File: config.mk
export PLATFORM = sky130hd
export DESIGN_NAME = alu_result_queue_flat
export DESIGN_NICKNAME = d
export VERILOG_FILES = /design/src/rtl/alu_result_queue_if.sv /design/src/rtl/alu_result_queue.sv /design/src/flat_wrapper.sv
export SDC_FILE = /design/constraint.sdc
export NUM_CORES = 1
export LEC_CHECK = 0
export ABC_CLOCK_PERIOD_IN_PS = 1660
export BUFFER_PORTS_ARGS = -buffer_cell sky130_fd_sc_hd__buf_4
export CORE_MARGIN = 1.5
export CORE_UTILIZATION = 45
export CTS_BUF_LIST = sky130_fd_sc_hd__clkbuf_8
export CTS_CLUSTER_DIAMETER = 100
export DETAILED_ROUTE_END_ITERATION = 12
export PLACE_DENSITY = 0.8
export SLEW_MARGIN = 20
export SYNTH_ARGS = -nofsm -noshare
export SYNTH_HDL_FRONTEND = slang
export SYNTH_SLANG_ARGS = --single-unit
File: constraint.sdc
create_clock -name clk -period 1.66 [get_ports clk]
set_input_delay 0.083 -clock clk [delete_from_list [all_inputs] [get_ports clk]]
set_output_delay 0.083 -clock clk [all_outputs]
set_load 0.03 [all_outputs]
File: src/rtl/alu_result_queue_if.sv
// Handshake bundle between the ALU, the result queue and its downstream consumer.
// The slave modport is the queue's view; the master modport is the view of the surrounding logic.
interface alu_result_queue_if;
  logic       in_valid;
  logic       in_ready;
  logic [7:0] in_a;
  logic [7:0] in_b;
  logic [2:0] in_sel;
  logic [7:0] in_y;
  logic       in_cout;
  logic       out_valid;
  logic       out_ready;
  logic [7:0] out_y;
  logic [2:0] out_sel;
  logic [3:0] out_flags;

  modport slave (
    input  in_valid, in_a, in_b, in_sel, in_y, in_cout, out_ready,
    output in_ready, out_valid, out_y, out_sel, out_flags
  );
  modport master (
    output in_valid, in_a, in_b, in_sel, in_y, in_cout, out_ready,
    input  in_ready, out_valid, out_y, out_sel, out_flags
  );
endinterface

File: src/rtl/alu_result_queue.sv
// Registered ALU result FIFO: stores result, opcode and derived {V,N,Z,C} flags per entry,
// and keeps a saturating count of pushed entries that signalled signed overflow.
module alu_result_queue #(
  parameter int DEPTH = 4
) (
  input  logic                     clk,
  input  logic                     rst_n,
  alu_result_queue_if.slave        bus,
  input  logic                     clr_cnt,
  output logic [$clog2(DEPTH):0]   count,
  output logic [7:0]               ovf_cnt
);
  localparam int AW = $clog2(DEPTH);
  localparam int CW = AW + 1;

  localparam logic [2:0] OP_ADD = 3'b000;
  localparam logic [2:0] OP_SUB = 3'b001;
  localparam logic [2:0] OP_INC = 3'b110;
  localparam logic [2:0] OP_DEC = 3'b111;

  typedef struct packed {
    logic [7:0] y;
    logic [2:0] sel;
    logic [3:0] flags;
  } entry_t;

  entry_t          mem [DEPTH];
  logic [AW-1:0]   wr_ptr, rd_ptr;
  logic            push, pop, v;
  logic [3:0]      flags;
  logic            unused_b;

  // Only the sign bit of B participates in the overflow rules.
  assign unused_b = ^bus.in_b[6:0];

  always_comb begin
    v = 1'b0;
    case (bus.in_sel)
      OP_ADD:  v = (bus.in_a[7] == bus.in_b[7]) && (bus.in_y[7] != bus.in_a[7]);
      OP_SUB:  v = (bus.in_a[7] != bus.in_b[7]) && (bus.in_y[7] != bus.in_a[7]);
      OP_INC:  v = (bus.in_a == 8'h7F);
      OP_DEC:  v = (bus.in_a == 8'h80);
      default: v = 1'b0;
    endcase
  end

  assign flags = {v, bus.in_y[7], (bus.in_y == 8'h00), bus.in_cout};

  // Ready looks only at registered occupancy, so a same-cycle pop never frees a slot.
  assign bus.in_ready  = (count < CW'(DEPTH));
  assign bus.out_valid = (count != '0);
  assign push = bus.in_valid && bus.in_ready;
  assign pop  = bus.out_valid && bus.out_ready;

  assign bus.out_y     = mem[rd_ptr].y;
  assign bus.out_sel   = mem[rd_ptr].sel;
  assign bus.out_flags = mem[rd_ptr].flags;

  always_ff @(posedge clk or negedge rst_n) begin
    if (!rst_n) begin
      wr_ptr  <= '0;
      rd_ptr  <= '0;
      count   <= '0;
      ovf_cnt <= '0;
      for (int i = 0; i < DEPTH; i++) mem[i] <= '0;
    end else begin
      if (push) begin
        mem[wr_ptr] <= '{y: bus.in_y, sel: bus.in_sel, flags: flags};
        wr_ptr      <= wr_ptr + AW'(1);
      end
      if (pop) rd_ptr <= rd_ptr + AW'(1);
      case ({push, pop})
        2'b10:   count <= count + CW'(1);
        2'b01:   count <= count - CW'(1);
        default: count <= count;
      endcase
      if (clr_cnt)                          ovf_cnt <= '0;
      else if (push && v && ovf_cnt != 8'hFF) ovf_cnt <= ovf_cnt + 8'd1;
    end
  end
endmodule

File: src/flat_wrapper.sv
// flat-port wrapper written by rule: the top's interface ports become plain ports
module alu_result_queue_flat 
#(
  parameter int DEPTH = 4
)
  (clk, rst_n, clr_cnt, count, ovf_cnt, bus_in_valid, bus_in_a, bus_in_b, bus_in_sel, bus_in_y, bus_in_cout, bus_out_ready, bus_in_ready, bus_out_valid, bus_out_y, bus_out_sel, bus_out_flags);
  alu_result_queue_if bus_i ();
  input  logic clk;
  input  logic rst_n;
  input  logic clr_cnt;
  output logic [$clog2(DEPTH):0] count;
  output logic [7:0] ovf_cnt;
  input wire logic [$bits(bus_i.in_valid)-1:0] bus_in_valid;
  input wire logic [$bits(bus_i.in_a)-1:0] bus_in_a;
  input wire logic [$bits(bus_i.in_b)-1:0] bus_in_b;
  input wire logic [$bits(bus_i.in_sel)-1:0] bus_in_sel;
  input wire logic [$bits(bus_i.in_y)-1:0] bus_in_y;
  input wire logic [$bits(bus_i.in_cout)-1:0] bus_in_cout;
  input wire logic [$bits(bus_i.out_ready)-1:0] bus_out_ready;
  output wire logic [$bits(bus_i.in_ready)-1:0] bus_in_ready;
  output wire logic [$bits(bus_i.out_valid)-1:0] bus_out_valid;
  output wire logic [$bits(bus_i.out_y)-1:0] bus_out_y;
  output wire logic [$bits(bus_i.out_sel)-1:0] bus_out_sel;
  output wire logic [$bits(bus_i.out_flags)-1:0] bus_out_flags;
  assign bus_i.in_valid = bus_in_valid;
  assign bus_i.in_a = bus_in_a;
  assign bus_i.in_b = bus_in_b;
  assign bus_i.in_sel = bus_in_sel;
  assign bus_i.in_y = bus_in_y;
  assign bus_i.in_cout = bus_in_cout;
  assign bus_i.out_ready = bus_out_ready;
  assign bus_in_ready = bus_i.in_ready;
  assign bus_out_valid = bus_i.out_valid;
  assign bus_out_y = bus_i.out_y;
  assign bus_out_sel = bus_i.out_sel;
  assign bus_out_flags = bus_i.out_flags;
  alu_result_queue #(.DEPTH(DEPTH)) u_core (.clk(clk), .rst_n(rst_n), .bus(bus_i), .clr_cnt(clr_cnt), .count(count), .ovf_cnt(ovf_cnt));
endmodule
==> flow_summary.json, run 1 <==
{
  "syn-num-nets": 286,
  "drt-pass1-iter-count": 4,
  "crit_arrival_ps": 1670,
  "critPathMaxStageDelay_ps": 540,
  "tns_ps": -972,
  "wl_per_cell_um": 16.1,
  "hpwl_um": 4840,
  "yosys_warnings": 0,
  "max_cap_viol_count": 0,
  "core_area_um2": 7250,
  "p_per_area_nw_per_um2": 1910,
  "clk_path_buf_depth": 2,
  "routed_wl_um": 7250,
  "htree_levels": 3,
  "leakage_nw": 2.09,
  "status": "finished with violations",
  "grt_pass1_wl_um": 11600,
  "min_path_type": "primary input to flip-flop",
  "reg2reg_from": "u_core.count[2]$_DFFE_PN0P_",
  "critPathLaunch": "u_core.rd_ptr[0]$_DFFE_PN0P_",
  "post-route-period-util_pct": 106,
  "yosysSeqAreaShare_pct": 52.9,
  "place_congestion": 0.694,
  "route.detailed.drc": 0,
  "diodes": 0,
  "hold_violations": 0,
  "worstMarginPinSlew_ps": 495,
  "cp_max_fo": 7,
  "cts_buffers": 9,
  "slew_headroom_pct": 67.0,
  "io_buffers": 53,
  "vias": 2337,
  "crit_path_end_kind": "output pin",
  "dpl-instance-area_um2": 4160,
  "postLayoutCellArea_um2": 4690,
  "critPathLaunchType": "flip-flop",
  "ys_types": 36,
  "rsz0062_at_grt": "yes",
  "setup_slack_ps": -97.4,
  "cts_num_sinks": 71,
  "synth-edff-count": 0,
  "ant_nets": 0,
  "syn_to_final_growth_pct": 39.5,
  "slew_viol_final": 0,
  "fin_crit_ps": 1760,
  "root_buffer": "clkbuf_8",
  "r2r_end": "u_core.count[2]$_DFFE_PN0P_",
  "synthCells": 246,
  "first_global_vias": 2541,
  "cp-endpoint": "bus_out_sel[2]",
  "crit_chain": "buf_8 > mux4_2 > buf_6",
  "dieArea_um2": 7990,
  "insertion_delay_ps": 350,
  "drtIter0Drc": 67,
  "avgSynthCellArea_um2": 13.7,
  "cpMaxStageDelayCell": "mux4_2",
  "violations": "setup timing",
  "fmax_ghz": 0.569,
  "viasPerCell": 5.18,
  "initial_core_util_pct": 46.3,
  "final_nets": 387,
  "pin_count": 61,
  "synth_flop_cell": "dfrtp_1",
  "setup_viol": 16,
  "grt_max_degree": 40,
  "r2r_slack_ps": -30,
  "skew_ps": 6.18,
  "clk_pin_slew_ps": 80,
  "tritoncts": "yes",
  "die_y_um": 89.4,
  "drive_above_1_share_pct": 56.5,
  "antenna_found_initial": 0,
  "die_x_um": 89.4,
  "reg2reg_depth": 10,
  "critPathKind": "flip-flop to output pin",
  "core.rowCount": 31,
  "critPathBufInv": 2,
  "vdd.ir_drop.worst_mv": 1.03,
  "syn_area_um2": 3360,
  "nFillCells": 525,
  "ys_ff_latch": 71,
  "critical_path.top_delay_family": "multiplexers",
  "cp_num_cells": 3,
  "grt_usage_pct": 19.6,
  "synth-async-reset-ratio_pct": 100,
  "cp.required_ps": 1580,
  "grt_remaining_overflow": 0
}
layout by cell type, fill, tap and decap left out, types with 3 or more instances in the layout:
cell	netlist	final
nor4_1	4	3
o21ai_0	11	11
buf_12	0	4
dlygate4sd3_1	0	10
nor2_1	7	6
mux4_2	14	14
xnor2_1	5	5
buf_4	1	69
dfrtp_2	0	7
buf_6	1	16
nand2b_1	4	4
dfrtp_1	71	64
clkbuf_8	0	10
mux2i_1	3	3
nand2_1	20	19
nor2b_1	5	4
bufinv_16	0	3
ha_1	6	4
a21oi_1	3	3
mux2_2	50	50
or3_1	3	3
inv_2	0	3
flip-flops by register name, indices dropped and copies added (netlist names):
signal / cells
u_core.rd_ptr: 2
u_core.mem: 56
u_core.wr_ptr: 2
u_core.count: 3
u_core.ovf_cnt: 8
cell type report:
cell class                 instances  area [µm²]  share of cell area, %
inverter                           7        31.3                  0.668
tap                               99         124                   2.64
timing repair buffer             101         918                   19.6
sequential                        71        1790                   38.1
multi-input combinational        157        1580                   33.8
clock inverter                     6         108                   2.30
clock buffer                      10         138                   2.94
power by group:
group	internal [W]	switching [W]
combinational	0.00237	0.00195
sequential	0.00246	0.000469
clock	0.00103	0.000658
what timing repair did:
action	CTS	global route
hold endpoints to repair	59	0
resized for setup	6	22
setup buffers	6	1
cloned	0	1
pin swaps	5	0
hold buffers	10	0
setup endpoints to repair	20	21
through the flow:
step	total power (W)	utilization (%)	worst slack (ps)	hold WS [ps]	instances
floorplan	0.00550	-	-168	-213	246
global placement	0.00661	57.4	-158	71.5	417
detailed placement	0.00677	57.4	-228	84.1	417
CTS	0.00860	63.0	-104	1.62	449
global route	0.00943	64.6	-134	20.4	451
finish	0.00894	64.6	-97.4	18.7	451
layer usage:
metal / global-route usage, % / up-vias / wire length, µm
li1: - / 1090 / -
met1: 22.4 / 1171 / 3040
met2: 34.7 / 58 / 3740
met3: 4.43 / 18 / 250
met4: 9.23 / 0 / 218
met5: 0 / - / 0
Yosys cell counts (4+ instances only):
master	number	area, µm²
nor2_1	7	26.3
xnor2_1	5	43.8
dfrtp_1	71	1780
nor2b_1	5	31.3
nor4_1	4	25.0
nand2_1	20	75.1
clkbuf_1	8	30.0
o21ai_0	11	55.1
mux2_2	50	563
mux4_2	14	315
ha_1	6	75.1
nand2b_1	4	25.0
inv_1	7	26.3
worst min path at each step:
stage | start | end | slack [ps] | depth (start not counted)
6_report | bus_in_sel[1] | u_core.mem[5]$_DFFE_PN0P_ | 20 | 2
3_3_place_gp | rst_n | u_core.mem[49]$_DFFE_PN0P_ | 70 | 1
3_5_place_dp | rst_n | u_core.mem[49]$_DFFE_PN0P_ | 80 | 1
4_1_cts | bus_in_sel[1] | u_core.mem[20]$_DFFE_PN0P_ | 2 | 2
2_1_floorplan | rst_n | u_core.count[0]$_DFFE_PN0P_ | -210 | 0
5_1_grt | bus_in_sel[2] | u_core.mem[6]$_DFFE_PN0P_ | 20 | 2
cells by family (layout without fill, tap and decap cells):
logic type	count (synthesis)	in the layout	synth area share, %
adders and majority gates	7	7	2.83
muxes	69	69	27.7
and+or+nand+nor	56	56	9.05
buffers and inverters	18	124	2.38
xor gates and xnor gates	7	7	1.82
AOI/OAI and AO/OA	18	18	3.31
DFF	71	71	52.9
(Power assumes the default switching activity.)
==> run 2, diff against run 1 <==
- CORE_MARGIN: 1.5 -> unset
==> run 2 against run 1 <==
Net effect: the run still ends with setup timing left; via count is 0.21% lower; routed wire length shrank 4.7%; sequential share of layout area up 0.51 points; fmax increased by 2.3%; register-to-register slack worse by 30 ps; critical path type is now flip-flop to flip-flop; largest cell class unchanged; highest routed layer unchanged.
==> flow_summary.json, run 2 (synthesized netlist as in run 1, its figures left out) <==
{
  "status": "finished with violations",
  "violations": "setup timing",
  "clk_pin_slew_ps": 80,
  "intPower_w": 0.00550,
  "vdd.ir_drop.worst_mv": 1.03,
  "critPathLaunchType": "flip-flop",
  "root_buffer": "clkbuf_8",
  "routed_wl_um": 6910,
  "insertion_delay_ps": 350,
  "final_common_cell": "dfrtp_1",
  "worstMarginPinSlew_ps": 519,
  "crit_chain": "buf_6 > inv_4 > nand3_4 > and2_4 > ha_4 > inv_2 > fa_2 > xor2_1 > nor2_1 > xnor2_1",
  "core_area_um2": 7250,
  "core.rowCount": 31,
  "slew_viol_final": 0,
  "dieArea_um2": 7820,
  "viasPerCell": 5.26,
  "fmax_ghz": 0.582,
  "final_nets": 379,
  "ant_nets": 0,
  "setup_slack_ps": -58.0,
  "diodes": 0,
  "r2r_end": "u_core.count[2]$_DFFE_PN0P_",
  "top_register": "u_core.mem",
  "clkPwrFrac_pct": 16.6,
  "skew_ps": 8.24,
  "rsz0062_at_grt": "yes",
  "cts_buffers": 9,
  "grt_remaining_overflow": 0,
  "hpwl_um": 4580,
  "hold_slack_ps": 12.2,
  "htree_levels": 3,
  "holdPathStages": 2,
  "cp.required_ps": 1930,
  "syn_to_final_growth_pct": 37.4,
  "reg2reg_depth": 10,
  "reg2reg_from": "u_core.count[2]$_DFFE_PN0P_",
  "largest_register_ffs": 56,
  "clk_path_buf_depth": 2,
  "pin_count": 61,
  "post-route-period-util_pct": 103,
  "max_cap_viol_count": 0,
  "cp_max_fo": 2,
  "die_x_um": 88.4,
  "grt_max_degree": 40,
  "drtIter0Drc": 111,
  "cp-endpoint": "u_core.count[2]$_DFFE_PN0P_",
  "r2r_slack_ps": -60,
  "crit_arrival_ps": 1980,
  "drive_above_1_share_pct": 56.4,
  "power_w": 0.00855,
  "critPathLaunch": "u_core.count[2]$_DFFE_PN0P_",
  "pwr-share-comb_pct": 50.1,
  "leakage_nw": 2.05,
  "critPathMaxStageDelay_ps": 400,
  "io_buffers": 53,
  "wl_per_cell_um": 15.6,
  "antenna_found_initial": 0,
  "min_path_type": "primary input to flip-flop",
  "vias": 2332,
  "tritoncts": "yes",
  "grt_pass1_wl_um": 11400,
  "crit_path_end_kind": "flip-flop",
  "p_per_area_nw_per_um2": 1850,
  "critPathKind": "flip-flop to flip-flop",
  "setup_viol": 18,
  "grt_usage_pct": 19.4,
  "seqPwrFrac_pct": 33.3,
  "slew_headroom_pct": 65.4,
  "reg_top3": "u_core.mem x56, u_core.ovf_cnt x8, u_core.count x3",
  "cpMaxStageDelayCell": "dfrtp_2",
  "cts_num_sinks": 71,
  "place_congestion": 0.697,
  "first_global_vias": 2434,
  "hold_violations": 0,
  "fin_crit_ps": 1720,
  "die_y_um": 88.4,
  "p_sw_w": 0.00305,
  "route.detailed.drc": 0,
  "switching_share_pct": 35.7,
  "most-common-layout-cells": "dfrtp_1 (66), buf_4 (63), mux2_2 (49), nand2_1 (19), buf_6 (18)",
  "initial_core_util_pct": 46.3,
  "drt-pass1-iter-count": 5
}
run 2: worst min path at each step:
stage	from	to	slack, ps
finish	bus_in_y[4]	u_core.mem[26]$_DFFE_PN0P_	10
global route	bus_in_y[3]	u_core.mem[55]$_DFFE_PN0P_	5
CTS	bus_in_y[4]	u_core.mem[11]$_DFFE_PN0P_	3
detailed placement	rst_n	u_core.mem[49]$_DFFE_PN0P_	90
global placement	rst_n	u_core.mem[49]$_DFFE_PN0P_	90
floorplan	rst_n	u_core.count[0]$_DFFE_PN0P_	-210
run 2: cell type report:
type | instances | area [µm²]
Multi-Input combinational cell | 157 | 1620
Fill cell | 542 | 2640
Clock inverter | 6 | 67.6
Timing Repair Buffer | 93 | 851
Tap cell | 99 | 124
Inverter | 7 | 31.3
Clock buffer | 10 | 138
Sequential cell | 71 | 1780
run 2: critical path: cells and delay by family (launching register included):
family	cells	cell delay (ps)
flip-flops	1	400
adder cells (fa/ha/maj)	2	460
XOR/XNOR	2	280
buffers and inverters	3	180
AND/OR/NAND/NOR	3	330
run 2: timing repair:
action | in CTS | in global routing
endpoints found under the hold margin | 55 | 0
setup endpoints to repair | 20 | 21
cloned | 0 | 0
pin swaps | 6 | 7
setup buffers | 3 | 2
resized for setup | 22 | 9
hold buffers | 6 | 0
run 2: through the flow:
stage	instances	setup TNS (ps)	cell area, µm²	utilization, %	worst slack (ps)
after floorplan	246	-490	3440	-	-168
after global placement	416	-528	4180	57.7	-156
after detailed placement	416	-715	4180	57.7	-180
after CTS	441	-648	4550	62.7	-79.8
after global routing	443	-1710	4620	63.7	-154
final	443	-481	4620	63.7	-58.0
run 2: per-layer routing:
| layer | part of all wire [%] | global-route usage (%) | up-vias | wire length, µm |
|---|---|---|---|---|
| li1 | - | - | 1084 | - |
| met2 | 52 | 34.5 | 50 | 3560 |
| met3 | 3.5 | 5.50 | 10 | 239 |
| met1 | 44 | 23.2 | 1188 | 3040 |
| met5 | 0 | 0 | - | 0 |
| met4 | 0.91 | 5.13 | 0 | 63 |
run 2: power by group through the flow:
stage | combinational (W) | clock (W) | sequential (W)
after floorplan | 0.00268 | 0 | 0.00282
after CTS | 0.00429 | 0.00144 | 0.00283
after global placement | 0.00385 | 0 | 0.00280
after detailed placement | 0.00394 | 0 | 0.00285
final | 0.00428 | 0.00142 | 0.00285
after global routing | 0.00460 | 0.00151 | 0.00294
